==> src/rtl/cpu_pkg.sv <==
// Shared CPU definitions: sequencer FSM states, redirect causes and
// default widths for the program-counter stage.
package cpu_pkg;

  localparam int PC_W_DEF     = 10;
  localparam int RESET_PC_DEF = 0;

  // Program-counter stage FSM states.
  typedef enum logic [1:0] {
    ST_RUN,
    ST_BUBBLE,
    ST_HALT
  } seq_state_t;

  // Reason the next pc departs from pc+1.
  typedef enum logic [2:0] {
    CAUSE_NONE,
    CAUSE_BR,
    CAUSE_JMP,
    CAUSE_CALL,
    CAUSE_RET
  } redirect_cause_t;

endpackage

==> src/rtl/pc_ras.sv <==
// Return-address stack: LIFO register array plus an occupancy count.
// A push while full or a pop while empty is ignored here; the caller
// decides what that means architecturally.
module pc_ras
  import cpu_pkg::*;
#(
  parameter int RAS_DEPTH = 4,
  parameter int PC_W      = PC_W_DEF
) (
  input  logic            clk,
  input  logic            rst,
  input  logic            push,
  input  logic            pop,
  input  logic [PC_W-1:0] push_data,
  output logic [PC_W-1:0] top,
  output logic            empty,
  output logic            full
);

  localparam int AW = $clog2(RAS_DEPTH);

  logic [PC_W-1:0] mem [RAS_DEPTH];
  logic [AW:0]     count;
  logic [AW-1:0]   wr_idx;
  logic [AW-1:0]   rd_idx;

  assign wr_idx = count[AW-1:0];
  assign rd_idx = AW'(count - 1'b1);
  assign empty  = (count == '0);
  assign full   = (count == (AW+1)'(RAS_DEPTH));
  assign top    = mem[rd_idx];

  // Occupancy count; push takes precedence (the two never coincide in use).
  always_ff @(posedge clk) begin
    if (rst) begin
      count <= '0;
    end else if (push && !full) begin
      count <= count + 1'b1;
    end else if (pop && !empty) begin
      count <= count - 1'b1;
    end
  end

  // Entry storage; contents past the count are don't-care, so no reset.
  always_ff @(posedge clk) begin
    if (push && !full) begin
      mem[wr_idx] <= push_data;
    end
  end

endmodule

==> src/rtl/pc_sequencer.sv <==
// Program-counter stage: holds pc, applies branch/jump/call/return
// redirects with a one-cycle fetch bubble after each, and keeps a small
// return-address stack. stall=1 freezes every register, including the
// bubble and the sticky ras_err flag; inputs seen during a stall are lost.
module pc_sequencer
  import cpu_pkg::*;
#(
  parameter int              PC_W      = PC_W_DEF,
  parameter logic [PC_W-1:0] RESET_PC  = PC_W'(RESET_PC_DEF),
  parameter int              RAS_DEPTH = 4
) (
  input  logic            clk,
  input  logic            rst,
  input  logic            stall,
  input  logic            br_en,
  input  logic            br_taken,
  input  logic [PC_W-1:0] br_target,
  input  logic            jmp,
  input  logic            call,
  input  logic            ret,
  input  logic [PC_W-1:0] jmp_target,
  input  logic            halt,
  output logic [PC_W-1:0] pc,
  output logic            pc_valid,
  output logic            ras_err,
  output logic            halted
);

  seq_state_t      state;
  redirect_cause_t cause;
  logic [PC_W-1:0] pc_inc;
  logic [PC_W-1:0] ras_top;
  logic            ras_empty;
  logic            ras_full;
  logic            ras_push;
  logic            ras_pop;
  logic            decide;

  // Wraps modulo 2^PC_W by construction.
  assign pc_inc = pc + 1'b1;

  // A control decision is taken only in RUN, unstalled, and not halting.
  assign decide = (state == ST_RUN) && !stall && !halt;

  // Highest-priority redirect cause; lower ones are discarded.
  always_comb begin
    cause = CAUSE_NONE;
    if (ret) begin
      cause = CAUSE_RET;
    end else if (call) begin
      cause = CAUSE_CALL;
    end else if (jmp) begin
      cause = CAUSE_JMP;
    end else if (br_en && br_taken) begin
      cause = CAUSE_BR;
    end
  end

  assign ras_push = decide && (cause == CAUSE_CALL) && !ras_full;
  assign ras_pop  = decide && (cause == CAUSE_RET) && !ras_empty;

  pc_ras #(
    .RAS_DEPTH(RAS_DEPTH),
    .PC_W     (PC_W)
  ) u_ras (
    .clk      (clk),
    .rst      (rst),
    .push     (ras_push),
    .pop      (ras_pop),
    .push_data(pc_inc),
    .top      (ras_top),
    .empty    (ras_empty),
    .full     (ras_full)
  );

  // Sequencer FSM with registered pc, pc_valid, ras_err and halted.
  always_ff @(posedge clk) begin
    if (rst) begin
      state    <= ST_RUN;
      pc       <= RESET_PC;
      pc_valid <= 1'b1;
      ras_err  <= 1'b0;
      halted   <= 1'b0;
    end else if (!stall) begin
      case (state)
        ST_RUN: begin
          if (halt) begin
            state    <= ST_HALT;
            pc_valid <= 1'b0;
            halted   <= 1'b1;
          end else begin
            case (cause)
              CAUSE_RET: begin
                if (ras_empty) begin
                  // Underflow: flag it and fall through sequentially.
                  ras_err <= 1'b1;
                  pc      <= pc_inc;
                end else begin
                  pc       <= ras_top;
                  state    <= ST_BUBBLE;
                  pc_valid <= 1'b0;
                end
              end
              CAUSE_CALL: begin
                // Overflow drops the push but still redirects.
                if (ras_full) ras_err <= 1'b1;
                pc       <= jmp_target;
                state    <= ST_BUBBLE;
                pc_valid <= 1'b0;
              end
              CAUSE_JMP: begin
                pc       <= jmp_target;
                state    <= ST_BUBBLE;
                pc_valid <= 1'b0;
              end
              CAUSE_BR: begin
                pc       <= br_target;
                state    <= ST_BUBBLE;
                pc_valid <= 1'b0;
              end
              default: pc <= pc_inc;
            endcase
          end
        end
        ST_BUBBLE: begin
          state    <= ST_RUN;
          pc_valid <= 1'b1;
        end
        ST_HALT: begin
          state <= ST_HALT;
        end
        default: begin
          state <= ST_RUN;
        end
      endcase
    end
  end

endmodule

==> config.mk <==
export PLATFORM = sky130hd
export DESIGN_NAME = pc_sequencer
export DESIGN_NICKNAME = d
export VERILOG_FILES = /design/src/rtl/cpu_pkg.sv /design/src/rtl/pc_ras.sv /design/src/rtl/pc_sequencer.sv
export SDC_FILE = /design/constraint.sdc
export NUM_CORES = 1
export LEC_CHECK = 0
export BUFFER_PORTS_ARGS = -buffer_cell sky130_fd_sc_hd__buf_2
export CAP_MARGIN = 20
export CORE_MARGIN = 1
export CORE_UTILIZATION = 54
export CTS_BUF_LIST = sky130_fd_sc_hd__clkbuf_2
export DETAILED_ROUTE_END_ITERATION = 6
export PLACE_DENSITY = 0.83
export SLEW_MARGIN = 20
export SYNTH_ARGS = -nofsm -noshare
export SYNTH_HDL_FRONTEND = slang
export SYNTH_SLANG_ARGS = --single-unit
==> constraint.sdc <==
create_clock -name clk -period 2.5 [get_ports clk]
set_input_delay 0.25 -clock clk [delete_from_list [all_inputs] [get_ports clk]]
set_output_delay 0.25 -clock clk [all_outputs]
set_load 0.005 [all_outputs]
==> metrics.yaml <==
finish:
  final_common_cell: "buf_2"
  drive_above_1_share_pct: 41.4
  postLayoutCoreUtil_pct: 65.7
  area_delta_synth_final_pct: 13.7
  fillerInstances: 354
  n_antenna_cell: 0
  finalInstanceArea_um2: 3190
  fin_cells: 318
  mostFrequentLayoutCells: "41 x buf_2, 40 x edfxtp_1, 18 x nor2_1, 18 x dfxtp_1, 12 x clkbuf_2"
  final_net_count: 281
power_and_ir_drop:
  p_sw_share_pct: 24.8
  p_comb_share_pct: 11.6
  switching_power_w: 0.000490
  intPower_w: 0.00149
  powerDensity_nw_per_um2: 621
  pwr-share-seq_pct: 54.5
  leakage_nw: 1.18
  p_clk_share_pct: 33.9
  vdd_drop_max_mv: 0.364
clock_tree:
  cts_sinks: 58
  htreeDepth: 3
  post-cts-setup-buffers: 0
  clk_latency_ns: 0.47
  cts_resized: 0
  clk_pin_slew_worst_paths_ns: 0.18
  tritoncts: "yes"
  cts_buffer_depth: 2
  clockRootBuffer: "clkbuf_2"
  hold_buffers: 0
  cts_buffers: 9
worst_hold_path:
  min_path_type: "in -> reg"
route:
  postRouteAntennaNets: 0
  post_drt_wl_per_cell_um: 19.9
  wl_mm: 6.31
  via_per_inst: 5.95
  drc: 0
  first_pass_iters: 4
  vias: 1892
  drt_iter0_markers: 180
synth:
  synth_edf_count: 40
  yosysTopAreaCell: "edfxtp_1"
  syn_area_per_cell_um2: 14.0
  synth.distinct_cells: 39
  synthesis.area_um2: 2800
  synth_nets: 235
  yosysTopAreaCellShare_pct: 42.9
  synth_seq_cells: 58
  syn_inst: 200
  synth.area.top_cells: "edfxtp_1 43%, dfxtp_1 13%, mux4_2 8.0%"
  async_flop_share_pct: 0
  yosysSeqAreaShare_pct: 55.7
  ys.flop_type: "edfxtp_1"
  ys.warnings.count: 0
timing:
  fmax_mhz: 474
  fin_crit_sh_pct: 84.4
  fin_worst_skew_ns: 0.0369
  hold_viol: 0
  rsz0062_at_grt: "no"
  fin_setup_tns_ns: 0
  finalSetupViolCount: 0
  period_needed_ns: 2.11
  worst_pin_slew_ns: 0.779
  timing.final.ws_setup_ns: 0.390
  relSlewSlack_pct: 47.7
  slew_viol_final: 0
grt:
  grt_pass1_vias: 1843
  grt_remaining_overflow: 0
  grt_util_met2_pct: 40.6
  use_met3_pct: 7.05
  grt_pass1_wl_mm: 9.61
  grt_antenna_before_repair: 0
  grt_max_degree: 19
  grt_usage_pct: 25.4
  grt-busiest-layer: "met2"
  met1_usage_pct: 33.5
place:
  gp_congestion: 0.788
  dp_hpwl_mm: 4.26
  place_inst: 302
  port-buffer-count: 41
  dp_slack_ns: 0.466
  dpl_cell_area_um2: 3060
worst_setup_path:
  worstSetupStartpointType: "flop"
  crit_arrival_ns: 2.20
  cp-end-kind: "flop"
  critPathMaxFanout: 10
  critPathKind: "reg -> reg"
  cp_data_required_time_ns: 2.59
die:
  initial_utilization_pct: 57.8
  ios: 42
  die_y_um: 74.0
  dieArea_um2: 5480
  core_um2: 4850
  rows: 25
  die_w_um: 74.0
status:
  outcome: "completed"
job:
  drv_cap: 0
==> sequential cells by signal, summed over array words and instances, names as in the netlist <==
name / flops
halted: 1
pc: 10
pc_valid: 1
ras_err: 1
state: 2
u_ras.count: 3
u_ras.mem: 40
==> final cells by class <==
class / instances / area (um^2) / share of cell area, %
clock buffers: 12 / 60.1 / 1.89
clock inverters: 4 / 67.6 / 2.12
inverters: 6 / 22.5 / 0.707
multi-input cells: 127 / 1160 / 36.5
flip-flops and latches: 58 / 1560 / 49.0
well taps: 67 / 83.8 / 2.63
repair buffers: 44 / 228 / 7.15
==> cell usage after synthesis, drive strengths merged (2+ instances only) <==
cell    count
inv         6
dfxtp      18
a221oi      9
a221o      10
a31oi       3
nor3        8
nor4        2
clkbuf      2
edfxtp     40
nand2       8
xnor2       7
xor2        3
nand3       6
o21ai       7
a211oi      3
ha          6
mux4       10
a21o        2
and4        2
nor2       20
buf         7
and2        7
a21oi       8
==> cell families after synthesis <==
logic type      after synthesis  synth area share (%)
compound gates               45                  15.2
xor+xnor                     10                  3.39
fa+ha+maj                     6                  2.68
buf+inv                      15                  2.99
flops                        58                  55.7
mux                          10                  8.04
simple gates                 56                  11.9
==> per-stage QoR <==
stage	hold WS, ns	power, W
after global routing	0.0428	0.00206
after floorplan	0.408	0.00125
after CTS	0.0553	0.00198
final	0.0729	0.00198
after global placement	0.447	0.00132
after detailed placement	0.458	0.00133
==> path summary, 6_finish.rpt <==
check	endpoint	depth (start not counted)	slack [ns]	from
worst min-delay path	state[1]	3	0.07	stall
worst min register to register	ras_err	2	0.49	ras_err
worst max-delay path	u_ras.mem[1][6]	6	0.39	u_ras.count[1]
worst max register to register	u_ras.mem[1][6]	6	0.39	u_ras.count[1]
==> per-layer routing <==
layer | up-vias | part of all wire, %
li1 | 873 | -
met1 | 927 | 39
met2 | 83 | 50
met3 | 9 | 8.9
met4 | 0 | 1.3
met5 | - | 0
==> power groups by stage <==
stage | sequential, W | combinational (W) | clock (W)
3_5_place_dp | 0.00110 | 0.000230 | 0
6_report | 0.00108 | 0.000230 | 0.000670
3_3_place_gp | 0.00110 | 0.000222 | 0
4_1_cts | 0.00108 | 0.000231 | 0.000676
2_1_floorplan | 0.00110 | 0.000150 | 0
5_1_grt | 0.00108 | 0.000250 | 0.000724
==> critical path, cell delays in order (launching register included) <==
cell and delay (ns):
dfxtp_1 0.39, inv_1 0.11, ha_1 0.26, nand2_1 0.12, nand2_1 0.08, nor2_1 0.25, and2_1 0.53
No activity file was read; power rests on OpenSTA's default activity.
